<file path="config.mk">
export PLATFORM = sky130hd
export DESIGN_NAME = al_accel_pu_array_3x3
export DESIGN_NICKNAME = d
export VERILOG_FILES = /design/src/rtl/al_accel_pkg.sv /design/src/rtl/al_accel_pu.sv /design/src/rtl/al_accel_pu_array_3x3.sv
export SDC_FILE = /design/constraint.sdc
export NUM_CORES = 2
export LEC_CHECK = 0
export CORE_MARGIN = 2
export CORE_UTILIZATION = 46
export DETAILED_ROUTE_END_ITERATION = 10
export PLACE_DENSITY = 0.7
export SLEW_MARGIN = 15
export SYNTH_ARGS = -nofsm -noshare
export SYNTH_HDL_FRONTEND = slang
export SYNTH_HIERARCHICAL = 1
export SYNTH_SLANG_ARGS = --single-unit
export TNS_END_PERCENT = 20
</file>
<file path="constraint.sdc">
create_clock -name clk -period 12.2 [get_ports clk]
set_input_delay 2.44 -clock clk [delete_from_list [all_inputs] [get_ports clk]]
set_output_delay 2.44 -clock clk [all_outputs]
set_load 0.03 [all_outputs]
</file>
<file path="src/rtl/al_accel_pkg.sv">
// rtl/al_accel_pkg.sv - shared widths, conv direction codes and data typedefs for the AL accelerator PU array
package al_accel_pkg;

  localparam int DW = 8;
  localparam int AW = 20;

  typedef enum logic [1:0] {
    NON   = 2'b00,
    LEFT  = 2'b01,
    RIGHT = 2'b10,
    DOWN  = 2'b11
  } conv_dir_e;

  typedef logic signed [DW-1:0] pixel_t;
  typedef logic signed [DW-1:0] weight_t;
  typedef logic signed [AW-1:0] acc_t;

endpackage

</file>
<file path="src/rtl/al_accel_pu.sv">
// rtl/al_accel_pu.sv - one processing unit: 3x3 kernel, serial 9-step MAC (ReLU via AL_ACCEL_PU_RELU_EN)
module al_accel_pu #(
  parameter int DW = 8,
  parameter int AW = 20
) (
  input  logic                 clk,
  input  logic                 resetn,
  input  logic [2:0]           wreg_enb_i,
  input  logic [8:0][DW-1:0]   wdi_i,
  input  logic [8:0][DW-1:0]   win_i,
  input  logic                 pu_enb_i,
  output logic [AW-1:0]        odo_o,
  output logic                 odv_o
);

  logic [8:0][DW-1:0] w_q;
  logic [3:0]         step_q;
  logic [AW-1:0]      acc_q;
  logic [AW-1:0]      odo_q;
  logic               odv_q;

  logic [DW-1:0]        w_sel;
  logic [DW-1:0]        x_sel;
  logic signed [2*DW-1:0] w_ext;
  logic signed [2*DW-1:0] x_ext;
  logic signed [2*DW-1:0] prod;
  logic [AW-1:0]        prod_ext;
  logic [AW-1:0]        sum;
  logic [AW-1:0]        result;

  // Operands are sign-extended to the product width so the truncated multiply is exact.
  always_comb begin
    w_sel    = w_q[step_q];
    x_sel    = win_i[step_q];
    w_ext    = {{DW{w_sel[DW-1]}}, w_sel};
    x_ext    = {{DW{x_sel[DW-1]}}, x_sel};
    prod     = w_ext * x_ext;
    prod_ext = {{(AW-2*DW){prod[2*DW-1]}}, prod};
    sum      = ((step_q == 4'd0) ? '0 : acc_q) + prod_ext;
`ifdef AL_ACCEL_PU_RELU_EN
    result   = sum[AW-1] ? '0 : sum;
`else
    result   = sum;
`endif
  end

  always_ff @(posedge clk) begin
    if (resetn) begin
      w_q    <= '0;
      step_q <= '0;
      acc_q  <= '0;
      odo_q  <= '0;
      odv_q  <= 1'b0;
    end else begin
      for (int r = 0; r < 3; r++) begin
        if (wreg_enb_i[r]) begin
          for (int c = 0; c < 3; c++) begin
            w_q[r*3+c] <= wdi_i[r*3+c];
          end
        end
      end
      odv_q <= 1'b0;
      if (pu_enb_i) begin
        if (step_q == 4'd8) begin
          step_q <= '0;
          odo_q  <= result;
          odv_q  <= 1'b1;
        end else begin
          step_q <= step_q + 4'd1;
          acc_q  <= sum;
        end
      end
    end
  end

  assign odo_o = odo_q;
  assign odv_o = odv_q;

endmodule

</file>
<file path="src/rtl/al_accel_pu_array_3x3.sv">
// rtl/al_accel_pu_array_3x3.sv - three PUs sharing one sliding 3x3 window (PU ReLU via AL_ACCEL_PU_RELU_EN)
module al_accel_pu_array_3x3 #(
  parameter int DW = al_accel_pkg::DW,
  parameter int AW = al_accel_pkg::AW
) (
  input  logic          clk,
  input  logic          resetn,
  input  logic [DW-1:0] pu_arr_wdi_0_0_0, pu_arr_wdi_0_0_1, pu_arr_wdi_0_0_2,
  input  logic [DW-1:0] pu_arr_wdi_0_1_0, pu_arr_wdi_0_1_1, pu_arr_wdi_0_1_2,
  input  logic [DW-1:0] pu_arr_wdi_0_2_0, pu_arr_wdi_0_2_1, pu_arr_wdi_0_2_2,
  input  logic [DW-1:0] pu_arr_wdi_1_0_0, pu_arr_wdi_1_0_1, pu_arr_wdi_1_0_2,
  input  logic [DW-1:0] pu_arr_wdi_1_1_0, pu_arr_wdi_1_1_1, pu_arr_wdi_1_1_2,
  input  logic [DW-1:0] pu_arr_wdi_1_2_0, pu_arr_wdi_1_2_1, pu_arr_wdi_1_2_2,
  input  logic [DW-1:0] pu_arr_wdi_2_0_0, pu_arr_wdi_2_0_1, pu_arr_wdi_2_0_2,
  input  logic [DW-1:0] pu_arr_wdi_2_1_0, pu_arr_wdi_2_1_1, pu_arr_wdi_2_1_2,
  input  logic [DW-1:0] pu_arr_wdi_2_2_0, pu_arr_wdi_2_2_1, pu_arr_wdi_2_2_2,
  input  logic [DW-1:0] pu_arr_idi_0_0, pu_arr_idi_0_1, pu_arr_idi_0_2,
  input  logic [DW-1:0] pu_arr_idi_1_0, pu_arr_idi_1_1, pu_arr_idi_1_2,
  input  logic [DW-1:0] pu_arr_idi_2_0, pu_arr_idi_2_1, pu_arr_idi_2_2,
  input  logic          pu_arr_is_conv_layer,
  input  logic [1:0]    pu_arr_conv_dir,
  input  logic          wreg_enb_0_0, wreg_enb_0_1, wreg_enb_0_2,
  input  logic          wreg_enb_1_0, wreg_enb_1_1, wreg_enb_1_2,
  input  logic          wreg_enb_2_0, wreg_enb_2_1, wreg_enb_2_2,
  input  logic          ireg_enb_0, ireg_enb_1, ireg_enb_2,
  input  logic          pu_enb_0, pu_enb_1, pu_enb_2,
  output logic [AW-1:0] pu_arr_odo_0, pu_arr_odo_1, pu_arr_odo_2,
  output logic          pu_arr_odv_0, pu_arr_odv_1, pu_arr_odv_2
);

  import al_accel_pkg::*;

  logic [8:0][DW-1:0] idi;
  logic [8:0][DW-1:0] wdi [3];
  logic [2:0]         wenb [3];
  logic [2:0]         ienb;
  logic [2:0]         penb;
  logic [AW-1:0]      odo [3];
  logic [2:0]         odv;

  assign idi = {pu_arr_idi_2_2, pu_arr_idi_2_1, pu_arr_idi_2_0,
                pu_arr_idi_1_2, pu_arr_idi_1_1, pu_arr_idi_1_0,
                pu_arr_idi_0_2, pu_arr_idi_0_1, pu_arr_idi_0_0};
  assign wdi[0] = {pu_arr_wdi_0_2_2, pu_arr_wdi_0_2_1, pu_arr_wdi_0_2_0,
                   pu_arr_wdi_0_1_2, pu_arr_wdi_0_1_1, pu_arr_wdi_0_1_0,
                   pu_arr_wdi_0_0_2, pu_arr_wdi_0_0_1, pu_arr_wdi_0_0_0};
  assign wdi[1] = {pu_arr_wdi_1_2_2, pu_arr_wdi_1_2_1, pu_arr_wdi_1_2_0,
                   pu_arr_wdi_1_1_2, pu_arr_wdi_1_1_1, pu_arr_wdi_1_1_0,
                   pu_arr_wdi_1_0_2, pu_arr_wdi_1_0_1, pu_arr_wdi_1_0_0};
  assign wdi[2] = {pu_arr_wdi_2_2_2, pu_arr_wdi_2_2_1, pu_arr_wdi_2_2_0,
                   pu_arr_wdi_2_1_2, pu_arr_wdi_2_1_1, pu_arr_wdi_2_1_0,
                   pu_arr_wdi_2_0_2, pu_arr_wdi_2_0_1, pu_arr_wdi_2_0_0};
  assign wenb[0] = {wreg_enb_0_2, wreg_enb_0_1, wreg_enb_0_0};
  assign wenb[1] = {wreg_enb_1_2, wreg_enb_1_1, wreg_enb_1_0};
  assign wenb[2] = {wreg_enb_2_2, wreg_enb_2_1, wreg_enb_2_0};
  assign ienb    = {ireg_enb_2, ireg_enb_1, ireg_enb_0};
  assign penb    = {pu_enb_2, pu_enb_1, pu_enb_0};

  logic [8:0][DW-1:0] x_q;
  logic [8:0][DW-1:0] x_d;
  logic [8:0][DW-1:0] below;
  conv_dir_e          dir;
  logic               full_load;

  assign dir       = conv_dir_e'(pu_arr_conv_dir);
  assign full_load = !pu_arr_is_conv_layer || (dir == NON);
  // For DOWN each row takes the row beneath it; the bottom row takes the row-0 shift-in pixels.
  assign below     = {idi[2:0], x_q[8:3]};

  always_comb begin
    x_d = x_q;
    for (int r = 0; r < 3; r++) begin
      if (ienb[r]) begin
        if (full_load) begin
          for (int c = 0; c < 3; c++) x_d[r*3+c] = idi[r*3+c];
        end else begin
          case (dir)
            LEFT: begin
              x_d[r*3]   = x_q[r*3+1];
              x_d[r*3+1] = x_q[r*3+2];
              x_d[r*3+2] = idi[r];
            end
            RIGHT: begin
              x_d[r*3+2] = x_q[r*3+1];
              x_d[r*3+1] = x_q[r*3];
              x_d[r*3]   = idi[r];
            end
            default: begin
              for (int c = 0; c < 3; c++) x_d[r*3+c] = below[r*3+c];
            end
          endcase
        end
      end
    end
  end

  always_ff @(posedge clk) begin
    if (resetn) x_q <= '0;
    else        x_q <= x_d;
  end

  for (genvar p = 0; p < 3; p++) begin : g_pu
    al_accel_pu #(.DW(DW), .AW(AW)) u_pu (
      .clk        (clk),
      .resetn     (resetn),
      .wreg_enb_i (wenb[p]),
      .wdi_i      (wdi[p]),
      .win_i      (x_q),
      .pu_enb_i   (penb[p]),
      .odo_o      (odo[p]),
      .odv_o      (odv[p])
    );
  end

  assign pu_arr_odo_0 = odo[0];
  assign pu_arr_odo_1 = odo[1];
  assign pu_arr_odo_2 = odo[2];
  assign pu_arr_odv_0 = odv[0];
  assign pu_arr_odv_1 = odv[1];
  assign pu_arr_odv_2 = odv[2];

endmodule

</file>
==> qor.yml <==
floorplanning:
  start_util_pct: 46.5
  die_w_um: 265
  num_rows: 95
  io_pins: 371
  fp.dieH_um: 265
  core_sq_mm: 0.0673
  die_area_sq_mm: 0.0701
cells_and_area:
  fin_util_pct: 55.1
  final_common_cell: "nor2_1"
  postLayoutCellArea_sq_mm: 0.0370
  drive_gt1_share_pct: 8.83
  seq_area_sq_mm: 0.00848
  fill_cells: 6116
  area_growth_pct: 18.5
  layout_common_cells: "573 x nor2_1, 417 x dfxtp_1, 363 x clkdlybuf4s50_1"
  multiInputGateArea_sq_mm: 0.0208
  fin_nets: 4327
  fin_cells: 4625
clocking:
  clockBufferDepth: 3
  ctsRootBufferMaster: "clkbuf_16"
  numCtsBuffers: 49
  cts_num_sinks: 423
  cts_hold_buffers: 0
  cts_tree: "yes"
  post_cts_buffers: 0
  postCtsResizedCells: 0
  path_clk_slew_ns: 0.07
  htreeDepth: 2
  clock_latency_ns: 0.59
logic_synthesis:
  synth_ff_type: "dfxtp_1"
  syn_avg_cell_area_sq_um: 9.05
  synthAdderAreaFrac_pct: 16.9
  syn_area_sq_mm: 0.0313
  synth_edf_count: 0
  muxShareOfSynthArea_pct: 15.8
  synth_async_sr_flop_share_pct: 0
  synth-compound-area-share_pct: 14.7
  ys_seq_area_share_pct: 27.1
  ys_seq_elements: 423
  syn_nets: 4083
  synthXorXnorAreaFrac_pct: 2.62
  synth_warnings: 6
  ys_types: 69
  yosys.area_share.simple_pct: 16.4
  syn_inst: 3454
  synth_top_family_by_area: "adder cells"
placed_design:
  place_congestion: 0.931
  place_inst: 4520
  dp.final_hpwl_mm: 68.2
  place_ws_ns: 3.78
  place_area_sq_mm: 0.0353
  port_buffers: 370
critical_path:
  critPathArrivalTime_ns: 8.91
  crit_top_cell: "fa_1"
  critPathKind: "flop to flop"
  reg2reg_setup_slack_ns: 3.72
  endpoint_kind: "flop"
  r2r_cells: 27
  slowest_delay_ns: 1.08
  crit_cells: 27
  cp.required_ns: 12.63
  critPathMaxFanout: 36
  cp_top_family: "adder cells"
  path_buf_inv: 3
  start_kind: "flop"
  r2r_start: "g_pu[2].u_pu/step_q[1]$_SDFFE_PP0P_"
  crit_slowest_cell: "dfxtp_2"
  r2r_end: "g_pu[2].u_pu/acc_q[16]$_SDFFE_PP0P_"
routing:
  drtPass1Iterations: 6
  wirelength_mm: 91.5
  route.vias.total: 26300
  drt_iter0_markers: 2105
  drtAntennaViolNets: 0
  detail_route.wl_per_cell_um: 19.8
  via_per_inst: 5.69
  remaining_drc_errors: 0
timing:
  maxSlewViolCount: 0
  rsz0062_at_grt: "no"
  worstMarginPinSlew_ns: 1.13
  fin_ws_ns: 3.72
  min_period_ns: 8.48
  hold_violations: 0
  fin_crit_sh_pct: 69.5
  relSlewSlack_pct: 24.4
  worst_clock_skew_ns: 0.0191
  setup_violations: 0
  fmax_mhz: 118
  setup_tns_ns: 0
  holdWs_ns: 0.450
min_path:
  worstHoldEndpoint: "g_pu[2].u_pu/acc_q[7]$_SDFFE_PP0P_"
  hold_path_class: "flop to flop"
  holdCritStartpoint: "g_pu[2].u_pu/acc_q[7]$_SDFFE_PP0P_"
  hold-path-cell-count: 2
power_and_ir_drop:
  pwr_density_cell_mw_per_mm2: 130
  p_leak_nw: 15.6
  power_mw: 4.83
  peakVddDrop_v: 0.0000790
flow_run:
  cap_viol_max_count: 0
grt:
  overflow: 0
  grt_pass1_wl_mm: 143
  grt_use_total_pct: 25.6
  first_global_vias: 25300
  antenna_found_initial: 15
  grt_max_degree: 140
outcome:
  status: "completed"
cells by family (layout without fill, tap and decap cells):
family                   Yosys count  in the layout
AND/OR/NAND/NOR                 1169           1169
XOR/XNOR                          87             87
buffers and inverters            492            776
other                              0             14
adder cells (fa/ha/maj)          321            321
flip-flops                       423            423
multiplexers                     372            372
AO/OA/AOI/OAI                    590            590
metal layers:
layer  track usage [%]  vias up  part of all wire, %
li1                  -    12400                    -
met1              35.6    12800                   44
met2              39.7      939                   45
met3              4.99      163                  7.7
met4              8.84        6                  3.0
met5                 0        -                0.037
worst reg2reg max path: stages (launching register included):
cell and delay, ns:
dfxtp_2 1.08, mux4_2 0.44, mux2i_1 0.42, nor2_1 0.08, a21oi_1 0.58, or2_2 0.29
fa_1 0.42, inv_1 0.10, fa_1 0.41, fa_1 0.50, inv_1 0.05, fa_1 0.47
inv_1 0.04, ha_1 0.33, a21o_1 0.19, or3_4 0.33, o21ai_0 0.25, o21bai_1 0.10
a21oi_1 0.17, xnor2_1 0.14, ha_1 0.31, and3_1 0.18, a221o_1 0.35, or3_1 0.42
a31oi_1 0.28, o21ai_0 0.18, nand3_1 0.11, a21oi_1 0.07
report_power, final:
group          internal (mW)  leakage (nW)  switching, mW
sequential              1.49          3.48         0.0987
combinational          0.710          11.3          0.968
clock                  0.938         0.819          0.629
total                   3.14          15.6           1.70
layout make-up:
class	count	area share, %
multi-input combinational	2539	56.1
sequential	423	22.9
timing repair buffer	396	10.5
clock buffer	68	3.69
tap	873	2.95
inverter	289	2.93
clock inverter	23	0.892
antenna	14	0.0946
synthesized netlist by cell type (all sizes together) (6+ instances only):
cell type	number	share of area [%]
nand4	14	0.28
xor2	21	0.77
nor2b	32	0.64
o31a	6	0.18
xnor2	66	1.8
a211o	58	1.6
nor4	6	0.12
o31ai	12	0.42
a21oi	157	2.5
nor3	52	0.83
o211ai	9	0.22
dfxtp	423	27
nand3	47	0.75
nor2	573	6.9
and3	30	0.60
a21o	32	0.77
or3	14	0.33
buf	97	1.8
o311ai	7	0.20
mux2i	273	8.7
o22ai	8	0.16
fa	168	11
a31o	6	0.17
or2	14	0.28
a311oi	60	2.7
clkbuf	106	1.3
nand2	278	3.4
a22o	12	0.34
o21a	26	0.62
inv	286	3.4
nand2b	31	0.64
o21bai	13	0.31
o21ai	64	1.0
a22oi	52	1.2
mux4	96	6.9
a221oi	11	0.31
and2	64	1.3
a211oi	21	0.50
ha	153	6.1
a2111oi	11	0.53
worst max-delay path by stage:
stage                                         from                             endpoint
6_report       g_pu[2].u_pu/step_q[1]$_SDFFE_PP0P_  g_pu[2].u_pu/acc_q[16]$_SDFFE_PP0P_
2_1_floorplan  g_pu[0].u_pu/step_q[1]$_SDFFE_PP0P_  g_pu[0].u_pu/odo_o[18]$_SDFFE_PP0P_
4_1_cts        g_pu[0].u_pu/step_q[1]$_SDFFE_PP0P_  g_pu[0].u_pu/acc_q[16]$_SDFFE_PP0P_
3_3_place_gp   g_pu[0].u_pu/step_q[0]$_SDFFE_PP0P_  g_pu[0].u_pu/acc_q[16]$_SDFFE_PP0P_
5_1_grt        g_pu[2].u_pu/step_q[3]$_SDFFE_PP0P_  g_pu[2].u_pu/acc_q[17]$_SDFFE_PP0P_
3_5_place_dp   g_pu[2].u_pu/step_q[1]$_SDFFE_PP0P_  g_pu[2].u_pu/acc_q[18]$_SDFFE_PP0P_
sequential cells by signal (all words and copies together), names as in the netlist:
signal,count
below,48
g_pu.u_pu/odv_o,3
g_pu.u_pu/step_q,12
g_pu.u_pu/w_q,216
g_pu.u_pu/odo_o,60
x_q,24
g_pu.u_pu/acc_q,60
Power figures use the tool's default switching activity.
